**src/rtl/aes_pkg.sv**
```systemverilog
// Shared AES definitions: key-expansion FSM states, round counts, Rcon table,
// 32-bit word type and the forward S-box used by SubWord.
package aes_pkg;

  typedef logic [31:0] word_t;

  typedef enum logic [1:0] {IDLE, EXPAND, FIN} aes_state_e;

  localparam logic [3:0] NR_128 = 4'd10;
  localparam logic [3:0] NR_256 = 4'd14;

  localparam logic [7:0] RCON [1:10] = '{
    8'h01, 8'h02, 8'h04, 8'h08, 8'h10, 8'h20, 8'h40, 8'h80, 8'h1b, 8'h36
  };

  localparam logic [7:0] SBOX [256] = '{
    8'h63, 8'h7c, 8'h77, 8'h7b, 8'hf2, 8'h6b, 8'h6f, 8'hc5, 8'h30, 8'h01, 8'h67, 8'h2b, 8'hfe, 8'hd7, 8'hab, 8'h76,
    8'hca, 8'h82, 8'hc9, 8'h7d, 8'hfa, 8'h59, 8'h47, 8'hf0, 8'had, 8'hd4, 8'ha2, 8'haf, 8'h9c, 8'ha4, 8'h72, 8'hc0,
    8'hb7, 8'hfd, 8'h93, 8'h26, 8'h36, 8'h3f, 8'hf7, 8'hcc, 8'h34, 8'ha5, 8'he5, 8'hf1, 8'h71, 8'hd8, 8'h31, 8'h15,
    8'h04, 8'hc7, 8'h23, 8'hc3, 8'h18, 8'h96, 8'h05, 8'h9a, 8'h07, 8'h12, 8'h80, 8'he2, 8'heb, 8'h27, 8'hb2, 8'h75,
    8'h09, 8'h83, 8'h2c, 8'h1a, 8'h1b, 8'h6e, 8'h5a, 8'ha0, 8'h52, 8'h3b, 8'hd6, 8'hb3, 8'h29, 8'he3, 8'h2f, 8'h84,
    8'h53, 8'hd1, 8'h00, 8'hed, 8'h20, 8'hfc, 8'hb1, 8'h5b, 8'h6a, 8'hcb, 8'hbe, 8'h39, 8'h4a, 8'h4c, 8'h58, 8'hcf,
    8'hd0, 8'hef, 8'haa, 8'hfb, 8'h43, 8'h4d, 8'h33, 8'h85, 8'h45, 8'hf9, 8'h02, 8'h7f, 8'h50, 8'h3c, 8'h9f, 8'ha8,
    8'h51, 8'ha3, 8'h40, 8'h8f, 8'h92, 8'h9d, 8'h38, 8'hf5, 8'hbc, 8'hb6, 8'hda, 8'h21, 8'h10, 8'hff, 8'hf3, 8'hd2,
    8'hcd, 8'h0c, 8'h13, 8'hec, 8'h5f, 8'h97, 8'h44, 8'h17, 8'hc4, 8'ha7, 8'h7e, 8'h3d, 8'h64, 8'h5d, 8'h19, 8'h73,
    8'h60, 8'h81, 8'h4f, 8'hdc, 8'h22, 8'h2a, 8'h90, 8'h88, 8'h46, 8'hee, 8'hb8, 8'h14, 8'hde, 8'h5e, 8'h0b, 8'hdb,
    8'he0, 8'h32, 8'h3a, 8'h0a, 8'h49, 8'h06, 8'h24, 8'h5c, 8'hc2, 8'hd3, 8'hac, 8'h62, 8'h91, 8'h95, 8'he4, 8'h79,
    8'he7, 8'hc8, 8'h37, 8'h6d, 8'h8d, 8'hd5, 8'h4e, 8'ha9, 8'h6c, 8'h56, 8'hf4, 8'hea, 8'h65, 8'h7a, 8'hae, 8'h08,
    8'hba, 8'h78, 8'h25, 8'h2e, 8'h1c, 8'ha6, 8'hb4, 8'hc6, 8'he8, 8'hdd, 8'h74, 8'h1f, 8'h4b, 8'hbd, 8'h8b, 8'h8a,
    8'h70, 8'h3e, 8'hb5, 8'h66, 8'h48, 8'h03, 8'hf6, 8'h0e, 8'h61, 8'h35, 8'h57, 8'hb9, 8'h86, 8'hc1, 8'h1d, 8'h9e,
    8'he1, 8'hf8, 8'h98, 8'h11, 8'h69, 8'hd9, 8'h8e, 8'h94, 8'h9b, 8'h1e, 8'h87, 8'he9, 8'hce, 8'h55, 8'h28, 8'hdf,
    8'h8c, 8'ha1, 8'h89, 8'h0d, 8'hbf, 8'he6, 8'h42, 8'h68, 8'h41, 8'h99, 8'h2d, 8'h0f, 8'hb0, 8'h54, 8'hbb, 8'h16
  };

  function automatic logic [7:0] sbox(input logic [7:0] b);
    return SBOX[b];
  endfunction

  // Out-of-range indices occur on the cycle after the last round; result is unused there.
  function automatic logic [7:0] rcon_at(input logic [3:0] i);
    if (i >= 4'd1 && i <= 4'd10) return RCON[i];
    return 8'h00;
  endfunction

  function automatic word_t rot_word(input word_t w);
    return {w[23:0], w[31:24]};
  endfunction

endpackage

```
**src/rtl/aes_key_expand_if.sv**
```systemverilog
// Key-expansion request/round-key bus: master issues start/key, slave streams round keys.
interface aes_key_expand_if #(
  parameter int KEY_W = 256,
  parameter int RK_W  = 128
);
  logic             start;
  logic             key_256;
  logic [KEY_W-1:0] key_in;
  logic [RK_W-1:0]  round_key_out;
  logic [3:0]       write_round;
  logic             dec_key_gen;
  logic [3:0]       round_amount;
  logic             busy;
  logic             done;

  modport master (
    output start, key_256, key_in,
    input  round_key_out, write_round, dec_key_gen, round_amount, busy, done
  );

  modport slave (
    input  start, key_256, key_in,
    output round_key_out, write_round, dec_key_gen, round_amount, busy, done
  );
endinterface

```
**src/rtl/aes_sub_word.sv**
```systemverilog
// SubWord: four parallel forward S-box lookups on a 32-bit word.
module aes_sub_word
  import aes_pkg::*;
(
  input  word_t in_w,
  output word_t out_w
);
  for (genvar i = 0; i < 4; i++) begin : g_byte
    assign out_w[8*i +: 8] = sbox(in_w[8*i +: 8]);
  end
endmodule

```
**src/rtl/aes_key_expand.sv**
```systemverilog
// Iterative AES key schedule, one registered round key per clock into decipher_key_mem.
// AES-256 support is compiled in only when AES_KEY_EXPAND_256_EN is defined.
module aes_key_expand
  import aes_pkg::*;
#(
  parameter int KEY_W = 256,
  parameter int RK_W  = 128
) (
  input logic             clk,
  input logic             rst_n,
  aes_key_expand_if.slave kx
);

  aes_state_e      state_q, state_d;
  logic [RK_W-1:0] win_a_q, win_a_d, rk_q, rk_d, next_key;
  logic [3:0]      rnd_q, rnd_d, nr_q, nr_d, next_r;
  logic            dec_q, dec_d, busy_q, busy_d, done_q, done_d;
  logic            req_256;
  word_t           sub_in, sub_out, t_w, w0, w1, w2, w3;
  logic [7:0]      rc;

  assign next_r = rnd_q + 4'd1;

`ifdef AES_KEY_EXPAND_256_EN
  logic [RK_W-1:0] win_b_q, win_b_d;
  logic            is_256;

  assign is_256  = (nr_q == NR_256);
  assign req_256 = kx.key_256;

  // AES-256 alternates: even rounds get RotWord+Rcon, odd rounds plain SubWord, both on B.w3.
  always_comb begin
    sub_in = rot_word(win_a_q[31:0]);
    rc     = rcon_at(next_r);
    if (is_256) begin
      sub_in = next_r[0] ? win_b_q[31:0] : rot_word(win_b_q[31:0]);
      rc     = next_r[0] ? 8'h00 : rcon_at({1'b0, next_r[3:1]});
    end
  end
`else
  logic unused_in;
  assign unused_in = ^{kx.key_256, kx.key_in[KEY_W-RK_W-1:0]};
  assign req_256   = 1'b0;
  assign sub_in    = rot_word(win_a_q[31:0]);
  assign rc        = rcon_at(next_r);
`endif

  aes_sub_word u_sub (.in_w(sub_in), .out_w(sub_out));

  assign t_w      = sub_out ^ {rc, 24'h0};
  assign w0       = win_a_q[127:96] ^ t_w;
  assign w1       = win_a_q[95:64]  ^ w0;
  assign w2       = win_a_q[63:32]  ^ w1;
  assign w3       = win_a_q[31:0]   ^ w2;
  assign next_key = {w0, w1, w2, w3};

  always_comb begin
    state_d = state_q;
    win_a_d = win_a_q;
    rk_d    = rk_q;
    rnd_d   = rnd_q;
    nr_d    = nr_q;
    dec_d   = 1'b0;
    busy_d  = busy_q;
    done_d  = 1'b0;
`ifdef AES_KEY_EXPAND_256_EN
    win_b_d = win_b_q;
`endif
    case (state_q)
      IDLE: begin
        busy_d = 1'b0;
        if (kx.start) begin
          state_d = EXPAND;
          nr_d    = req_256 ? NR_256 : NR_128;
          win_a_d = kx.key_in[KEY_W-1 -: RK_W];
`ifdef AES_KEY_EXPAND_256_EN
          win_b_d = kx.key_in[RK_W-1:0];
`endif
          rk_d    = kx.key_in[KEY_W-1 -: RK_W];
          rnd_d   = 4'd0;
          dec_d   = 1'b1;
          busy_d  = 1'b1;
        end
      end
      EXPAND: begin
        if (rnd_q == nr_q) begin
          state_d = FIN;
          busy_d  = 1'b0;
          done_d  = 1'b1;
        end else begin
          dec_d   = 1'b1;
          rnd_d   = next_r;
          rk_d    = next_key;
          win_a_d = next_key;
`ifdef AES_KEY_EXPAND_256_EN
          // Round 1 is the key's lower half; afterwards the {A,B} window slides by one key.
          if (is_256) begin
            if (rnd_q == 4'd0) begin
              rk_d    = win_b_q;
              win_a_d = win_a_q;
            end else begin
              win_a_d = win_b_q;
              win_b_d = next_key;
            end
          end
`endif
        end
      end
      FIN: begin
        state_d = IDLE;
        busy_d  = 1'b0;
      end
      default: state_d = IDLE;
    endcase
  end

  always_ff @(posedge clk or negedge rst_n) begin
    if (!rst_n) begin
      state_q <= IDLE;
      win_a_q <= '0;
      rk_q    <= '0;
      rnd_q   <= '0;
      nr_q    <= '0;
      dec_q   <= 1'b0;
      busy_q  <= 1'b0;
      done_q  <= 1'b0;
    end else begin
      state_q <= state_d;
      win_a_q <= win_a_d;
      rk_q    <= rk_d;
      rnd_q   <= rnd_d;
      nr_q    <= nr_d;
      dec_q   <= dec_d;
      busy_q  <= busy_d;
      done_q  <= done_d;
    end
  end

`ifdef AES_KEY_EXPAND_256_EN
  always_ff @(posedge clk or negedge rst_n) begin
    if (!rst_n) win_b_q <= '0;
    else        win_b_q <= win_b_d;
  end
`endif

  assign kx.round_key_out = rk_q;
  assign kx.write_round   = rnd_q;
  assign kx.dec_key_gen   = dec_q;
  assign kx.round_amount  = nr_q;
  assign kx.busy          = busy_q;
  assign kx.done          = done_q;

endmodule

```
**src/flat_wrapper.sv**
```systemverilog
// flat-port wrapper written by rule: the top's interface ports become plain ports
module aes_key_expand_flat import aes_pkg::*;
#(
  parameter int KEY_W = 256,
  parameter int RK_W  = 128
)
  (clk, rst_n, kx_start, kx_key_256, kx_key_in, kx_round_key_out, kx_write_round, kx_dec_key_gen, kx_round_amount, kx_busy, kx_done);
  aes_key_expand_if #(.KEY_W(KEY_W), .RK_W(RK_W)) kx_i ();
  input logic clk;
  input logic rst_n;
  input wire logic [$bits(kx_i.start)-1:0] kx_start;
  input wire logic [$bits(kx_i.key_256)-1:0] kx_key_256;
  input wire logic [$bits(kx_i.key_in)-1:0] kx_key_in;
  output wire logic [$bits(kx_i.round_key_out)-1:0] kx_round_key_out;
  output wire logic [$bits(kx_i.write_round)-1:0] kx_write_round;
  output wire logic [$bits(kx_i.dec_key_gen)-1:0] kx_dec_key_gen;
  output wire logic [$bits(kx_i.round_amount)-1:0] kx_round_amount;
  output wire logic [$bits(kx_i.busy)-1:0] kx_busy;
  output wire logic [$bits(kx_i.done)-1:0] kx_done;
  assign kx_i.start = kx_start;
  assign kx_i.key_256 = kx_key_256;
  assign kx_i.key_in = kx_key_in;
  assign kx_round_key_out = kx_i.round_key_out;
  assign kx_write_round = kx_i.write_round;
  assign kx_dec_key_gen = kx_i.dec_key_gen;
  assign kx_round_amount = kx_i.round_amount;
  assign kx_busy = kx_i.busy;
  assign kx_done = kx_i.done;
  aes_key_expand #(.KEY_W(KEY_W), .RK_W(RK_W)) u_core (.clk(clk), .rst_n(rst_n), .kx(kx_i));
endmodule
```
**config.mk**
```make
export PLATFORM = sky130hd
export DESIGN_NAME = aes_key_expand_flat
export DESIGN_NICKNAME = d
export VERILOG_FILES = /design/src/rtl/aes_pkg.sv /design/src/rtl/aes_key_expand_if.sv /design/src/rtl/aes_sub_word.sv /design/src/rtl/aes_key_expand.sv /design/src/flat_wrapper.sv
export SDC_FILE = /design/constraint.sdc
export NUM_CORES = 1
export LEC_CHECK = 0
export ABC_AREA = 1
export CAP_MARGIN = 15
export CELL_PAD_IN_SITES_DETAIL_PLACEMENT = 1
export CELL_PAD_IN_SITES_GLOBAL_PLACEMENT = 2
export CORE_AREA = 4 4 267 269
export DETAILED_ROUTE_END_ITERATION = 10
export DIE_AREA = 0 0 271 273
export GPL_ROUTABILITY_DRIVEN = 1
export HOLD_SLACK_MARGIN = 0.15
export PLACE_DENSITY = 0.88
export SLEW_MARGIN = 20
export SYNTH_ARGS = -nofsm -noshare
export SYNTH_HDL_FRONTEND = slang
export SYNTH_HIERARCHICAL = 1
export SYNTH_SLANG_ARGS = --single-unit
```
**constraint.sdc**
```tcl
create_clock -name clk -period 4.4 [get_ports clk]
set_input_delay 1.32 -clock clk [delete_from_list [all_inputs] [get_ports clk]]
set_output_delay 1.32 -clock clk [all_outputs]
set_load 0.01 [all_outputs]
```
==> flow_metrics.env, run 1 <==
export IMPL_relSlewSlack=0.4421
export IMPL_cts_buffer_depth=2
export IMPL_fin_crit_sh=0.9409
export IMPL_clk_latency_ns=0.49
export IMPL_grt_overflow=0
export IMPL_start_util=0.2893
export IMPL_max_stage_delay_ns=0.60
export IMPL_final_common_cell="nand2_1"
export IMPL_fin_cells=4684
export IMPL_setup_tns_ns=0
export IMPL_grt_start_max_net_pins=107
export IMPL_cts_resized=0
export IMPL_cts_buffers=17
export IMPL_finalHoldViolations=0
export IMPL_synthToLayoutAreaGrowth_pct=21.39
export IMPL_status="finished clean"
export IMPL_clk_pin_slew_ns=0.07
export IMPL_place_inst=4649
export IMPL_detailroute_via_count=26680
export IMPL_dieArea_um2=73980
export IMPL_synth_cell_area_um2=19850
export IMPL_drt_wirelength_per_cell_um=23.18
export IMPL_reg2regPathDepth=19
export IMPL_nets=4065
export IMPL_crit_slowest_cell="xnor2_1"
export IMPL_cts_sinks=138
export IMPL_postCtsHoldBufs=0
export IMPL_ys_types=43
export IMPL_synth_area_per_cell_um2=5.546
export IMPL_row_count=96
export IMPL_htreeDepth=4
export IMPL_setup_violations=0
export IMPL_vias_per_cell=5.696
export IMPL_die_y_um=273
export IMPL_grt_pass1_vias=26320
export IMPL_post_cts_buffers=0
export IMPL_layout_common_cells="nand2_1 (1200), nand3_1 (800), o21ai_0 (291)"
export IMPL_antenna_found_initial=2
export IMPL_cap_violations=0
export IMPL_r2r_end="u_core/kx.round_key_out[42]"
export IMPL_r2r_start="u_core/kx.round_key_out[0]"
export IMPL_die_w_um=271
export IMPL_drtIter0Drc=2999
export IMPL_tightest_slew_ns=0.8356
export IMPL_coreArea_um2=68590
export IMPL_min_period_ns=4.140
export IMPL_route_antenna_remaining_nets=0
export IMPL_ys_seq_area_frac=0.1740
export IMPL_critPathMostFrequentCell="nand2_1"
export IMPL_portBuffers=267
export IMPL_critPathKind="flop to flop"
export IMPL_crit_start="u_core/kx.round_key_out[0]"
export IMPL_hp_start="u_core/kx.busy"
export IMPL_ios=399
export IMPL_cts_root_buf="clkbuf_16"
export IMPL_crit_path_max_fanout=6
export IMPL_drive_gt1_frac=0.05760
export IMPL_hpwl_um=80390
export IMPL_endpoint="u_core/kx.round_key_out[42]"
export IMPL_synth_seq_cells=138
export IMPL_crit_chain="inv_1 > ha_1 > inv_1 > nand2_1 > nand2_1 > inv_1 > nand2_1 > nand2_1 > nand3_1 > nand3_1 > nand3_1 > nand2_1 > xnor2_1 > xor2_1 > xor2_1 > o21ai_0 > inv_1 > o21ai_0 > o21ai_0"
export IMPL_netlist_instances=3578
export IMPL_nFillCells=9245
export IMPL_drt_total_wl_um=108600
export IMPL_hold_class="flop to flop"
export IMPL_rrSetupSlack_ns=0.26
export IMPL_cts_tree="built"
export IMPL_worstPathArrival_ns=4.50
export IMPL_rsz0062_at_grt="false"
export IMPL_endpoint_kind="flop"
export IMPL_required_ns=4.76
export IMPL_gp_congestion=1.025
export IMPL_first_pass_iters=5
export IMPL_critPathLaunchType="flop"
export IMPL_grt_total_usage=0.2830
export IMPL_drc=0
export IMPL_fmax_mhz=241.6
export IMPL_grt_pass1_wl_um=163500
export IMPL_ys_warn_count=6
export IMPL_fin_skew_ns=0.01225
export IMPL_slew_viol_final=0
==> state kept, by name (all words and copies together) (netlist names) <==
| name | cells |
|---|---|
| u_core/kx.dec_key_gen | 1 |
| u_core/kx.write_round | 4 |
| u_core/kx.done | 1 |
| u_core/kx.round_key_out | 128 |
| u_core/kx.busy | 1 |
| u_core/state_q | 2 |
| u_core/kx.round_amount | 1 |
==> worst max-delay path: cells and delay by family, from the launching register on <==
kind	cells	cell delay, ns
XOR/XNOR	3	1.21
buffers and inverters	4	0.78
AND/OR/NAND/NOR	8	0.83
flip-flops	1	0.37
adder cells (fa/ha/maj)	1	0.39
AO/OA/AOI/OAI	3	0.42
==> layout make-up <==
class	instances	area, um^2	share of cell area
clock buffer	18	439.2	0.01823
tap	931	1165	0.04836
antenna	3	7.507	0.0003116
timing repair buffer	365	3535	0.1467
inverter	263	991.0	0.04114
sequential	138	3462	0.1437
clock inverter	14	163.9	0.006804
multi-input combinational	2952	14330	0.5947
==> kinds of logic after synthesis <==
logic type / count (synthesis) / share of synthesized area
other: 1 / 0.0001890
flip-flops: 138 / 0.1740
multiplexers: 8 / 0.004035
XOR/XNOR: 82 / 0.03619
adder cells (fa/ha/maj): 68 / 0.04287
buffers and inverters: 489 / 0.1053
AO/OA/AOI/OAI: 468 / 0.1246
AND/OR/NAND/NOR: 2324 / 0.5128
==> how the worst min path moves through the flow <==
| stage | cells past startpoint | endpoint |
|---|---|---|
| 2_1_floorplan | 2 | u_core/state_q[1] |
| 6_report | 2 | u_core/kx.busy |
| 4_1_cts | 2 | u_core/kx.round_key_out[76] |
| 3_5_place_dp | 2 | u_core/kx.busy |
| 3_3_place_gp | 2 | u_core/kx.busy |
| 5_1_grt | 2 | u_core/kx.round_key_out[84] |
==> layer usage <==
layer | vias up | global-route usage | wire length [um]
met2 | 1416 | 0.4325 | 46970
li1 | 12140 | - | -
met1 | 12800 | 0.3821 | 46810
met5 | - | 0 | 0
met4 | 0 | 0.1314 | 5470
met3 | 322 | 0.05935 | 9320
==> synth_stat cells, drive strengths merged <==
master     n  area (um^2)
nand2   1238         4795
nand3    817         4219
o21ai    302         1511
inv      253        949.7
nor2     212        805.8
buf      149        813.3
dfrtp    138         3453
a21oi    104        524.3
clkbuf    77        289.0
ha        68        850.8
xor2      57        499.2
nand4     40        256.5
o211ai    25        187.7
xnor2     25        219.0
o22ai     16        100.1
clkinv    10        37.54
a22oi      8        60.06
mux2i      8        80.08
nor3       8        40.04
a31oi      7        43.79
or2        5        31.28
nand3b     2        15.01
o21a       2        15.01
o31ai      2        15.01
a21o       1        7.510
and3       1        6.260
conb       1        3.750
nor3b      1        7.510
o41ai      1        8.760
==> through the flow <==
stage	setup WS, ns	instance area (um^2)	util	hold WS, ns
finish	0.2602	24090	0.3512	0.5238
global placement	0.5654	23480	0.3423	0.5011
floorplan	1.285	19850	-	0.5371
detailed placement	0.4450	23480	0.3423	0.5116
global route	0.07462	24080	0.3511	0.5659
CTS	0.4012	24080	0.3511	0.5349
Power of run 1 is left out: the tool's default activity adds up to more than one toggle a clock period on the data nets, which glitch-free logic cannot reach.
==> run 2, diff against run 1 <==
--- a/config.mk
+++ b/config.mk
@@ -9,12 +9,12 @@
 export CAP_MARGIN = 15
 export CELL_PAD_IN_SITES_DETAIL_PLACEMENT = 1
 export CELL_PAD_IN_SITES_GLOBAL_PLACEMENT = 2
-export CORE_AREA = 4 4 267 269
+export CORE_AREA = 4 4 277 279
 export DETAILED_ROUTE_END_ITERATION = 10
-export DIE_AREA = 0 0 271 273
+export DIE_AREA = 0 0 281 283
 export GPL_ROUTABILITY_DRIVEN = 1
 export HOLD_SLACK_MARGIN = 0.15
-export PLACE_DENSITY = 0.88
+export PLACE_DENSITY = 0.83
 export SLEW_MARGIN = 20
 export SYNTH_ARGS = -nofsm -noshare
 export SYNTH_HDL_FRONTEND = slang
==> constraint.sdc (replaced) <==
create_clock -name clk -period 3.94 [get_ports clk]
set_input_delay 1.182 -clock clk [delete_from_list [all_inputs] [get_ports clk]]
set_output_delay 1.182 -clock clk [all_outputs]
set_load 0.01 [all_outputs]
==> run 2 against run 1 <==
Against the previous run:
- cell count is 1.9% higher
- count of clock-buffer cells in the layout increased by 1
- core utilization shrank 1.9 points
- global-route usage down 0.18 points
- die area increased by 7.5%
- setup slack worse by 0.077 ns
- sequential cell count unchanged
- sequential share of layout area down 0.32 points
- critical path depth grew 1
- register-to-register slack worse by 0.08 ns
- critical endpoint unchanged
- maximum frequency grew 10%
==> flow_metrics.env, run 2 (synthesis results as in run 1) <==
export IMPL_worst_slack_ns=0.1835
export IMPL_post_cts_buffers=0
export IMPL_slew_viol_final=0
export IMPL_grt_start_max_net_pins=186
export IMPL_nets=4120
export IMPL_postCtsHoldBufs=0
export IMPL_die_y_um=283
export IMPL_critPathKind="flop to flop"
export IMPL_crit_slowest_cell="xnor2_1"
export IMPL_portBuffers=267
export IMPL_final_common_cell="nand2_1"
export IMPL_fin_skew_ns=0.02242
export IMPL_rsz0062_at_grt="false"
export IMPL_cap_violations=0
export IMPL_clk_latency_ns=0.49
export IMPL_hold_class="flop to flop"
export IMPL_crit_chain="inv_1 > ha_1 > inv_1 > nand2_1 > nand2_1 > inv_1 > nand2_1 > nand2_1 > nand3_1 > nand3_1 > nand3_1 > nand2_1 > xnor2_1 > xor2_1 > buf_4 > xor2_1 > o21ai_0 > inv_1 > o21ai_0 > o21ai_0"
export IMPL_drt_total_wl_um=115400
export IMPL_die_w_um=281
export IMPL_coreArea_um2=74200
export IMPL_grt_overflow=0
export IMPL_antenna_found_initial=2
export IMPL_endpoint_kind="flop"
export IMPL_hpwl_um=86820
export IMPL_cts_root_buf="clkbuf_16"
export IMPL_vias_per_cell=5.579
export IMPL_setup_tns_ns=0
export IMPL_required_ns=4.34
export IMPL_drc=0
export IMPL_crit_path_max_fanout=7
export IMPL_grt_pass1_vias=26460
export IMPL_drt_wirelength_per_cell_um=24.17
export IMPL_critPathMostFrequentCell="nand2_1"
export IMPL_worstPathArrival_ns=4.15
export IMPL_grt_pass1_wl_um=172500
export IMPL_cts_buffers=17
export IMPL_cts_resized=0
export IMPL_max_stage_delay_ns=0.54
export IMPL_worst_path_buf_inv=5
export IMPL_drive_gt1_frac=0.07332
export IMPL_grt_total_usage=0.2812
export IMPL_largest_register_ffs=128
export IMPL_synthToLayoutAreaGrowth_pct=24.17
export IMPL_cts_sinks=138
export IMPL_clk_pin_slew_ns=0.07
export IMPL_detailroute_via_count=26640
export IMPL_status="finished clean"
export IMPL_cts_buffer_depth=2
export IMPL_row_count=100
export IMPL_route_antenna_remaining_nets=0
export IMPL_setup_violations=0
export IMPL_place_ws_ns=0.2230
export IMPL_fmax_mhz=266.2
export IMPL_start_util=0.2675
export IMPL_ios=399
export IMPL_gp_congestion=0.9987
export IMPL_tightest_slew_ns=1.017
export IMPL_finalHoldViolations=0
export IMPL_cp_top_family="XOR/XNOR gates"
export IMPL_min_period_ns=3.756
export IMPL_dieArea_um2=79520
export IMPL_critPathLaunchType="flop"
export IMPL_cts_tree="built"
export IMPL_post_route_util=0.3321
export IMPL_layout_common_cells="nand2_1 (1197), nand3_1 (800), o21ai_0 (289)"
export IMPL_first_pass_iters=7
export IMPL_fin_crit_sh=0.9534
export IMPL_htreeDepth=4
export IMPL_relSlewSlack=0.3192
export IMPL_drtIter0Drc=2737
-- run 2: cell type report --
cell class              count  area, um^2
repair buffers            420        3998
fillers                  9881       49560
well taps                 969        1212
clock buffers              19       452.9
diodes                      1       2.502
multi-input cells        2952       14370
inverters                 263       991.0
clock inverters            13       156.4
flip-flops and latches    138        3462
-- run 2: per-stage QoR --
stage	cell area (um^2)	hold WS, ns	instances
4_1_cts	24600	0.5369	4774
3_5_place_dp	23990	0.5121	4742
3_3_place_gp	23990	0.5026	4742
6_report	24640	0.5304	4775
5_1_grt	24640	0.5710	4774
2_1_floorplan	19850	0.5371	3579
-- run 2: final timing paths --
check | endpoint | slack [ns] | from | cells after the start
min reg2reg | u_core/kx.busy | 0.53 | u_core/kx.busy | 2
min | u_core/kx.busy | 0.53 | u_core/kx.busy | 2
max in group asynchronous | u_core/kx.busy | 2.43 | rst_n | 2
max reg2reg | u_core/kx.round_key_out[42] | 0.18 | u_core/kx.round_key_out[0] | 20
min in group asynchronous | u_core/kx.round_key_out[97] | 0.69 | rst_n | 1
max | u_core/kx.round_key_out[42] | 0.18 | u_core/kx.round_key_out[0] | 20
-- run 2: routing by layer --
layer | share of wire | GRT usage
met5 | 0.00015 | 0
met4 | 0.039 | 0.1022
met3 | 0.076 | 0.04405
met2 | 0.44 | 0.4333
met1 | 0.45 | 0.3961
-- run 2: worst min-delay path, stage by stage (launching register included) --
cell	delay (ns)
dfrtp_1	0.35
o21ai_0	0.08
o41ai_1	0.06
Power of run 2 is left out for the same reason.
==> run 3, diff against run 2 <==
--- a/config.mk
+++ b/config.mk
@@ -15,6 +15,7 @@
 export GPL_ROUTABILITY_DRIVEN = 1
 export HOLD_SLACK_MARGIN = 0.15
 export PLACE_DENSITY = 0.83
+export SKIP_CTS_REPAIR_TIMING = 1
 export SLEW_MARGIN = 20
 export SYNTH_ARGS = -nofsm -noshare
 export SYNTH_HDL_FRONTEND = slang
==> results of run 3 <==
The final DEF is identical to that of run 2; final timing and power are the same.
Power of run 3 is left out for the same reason.
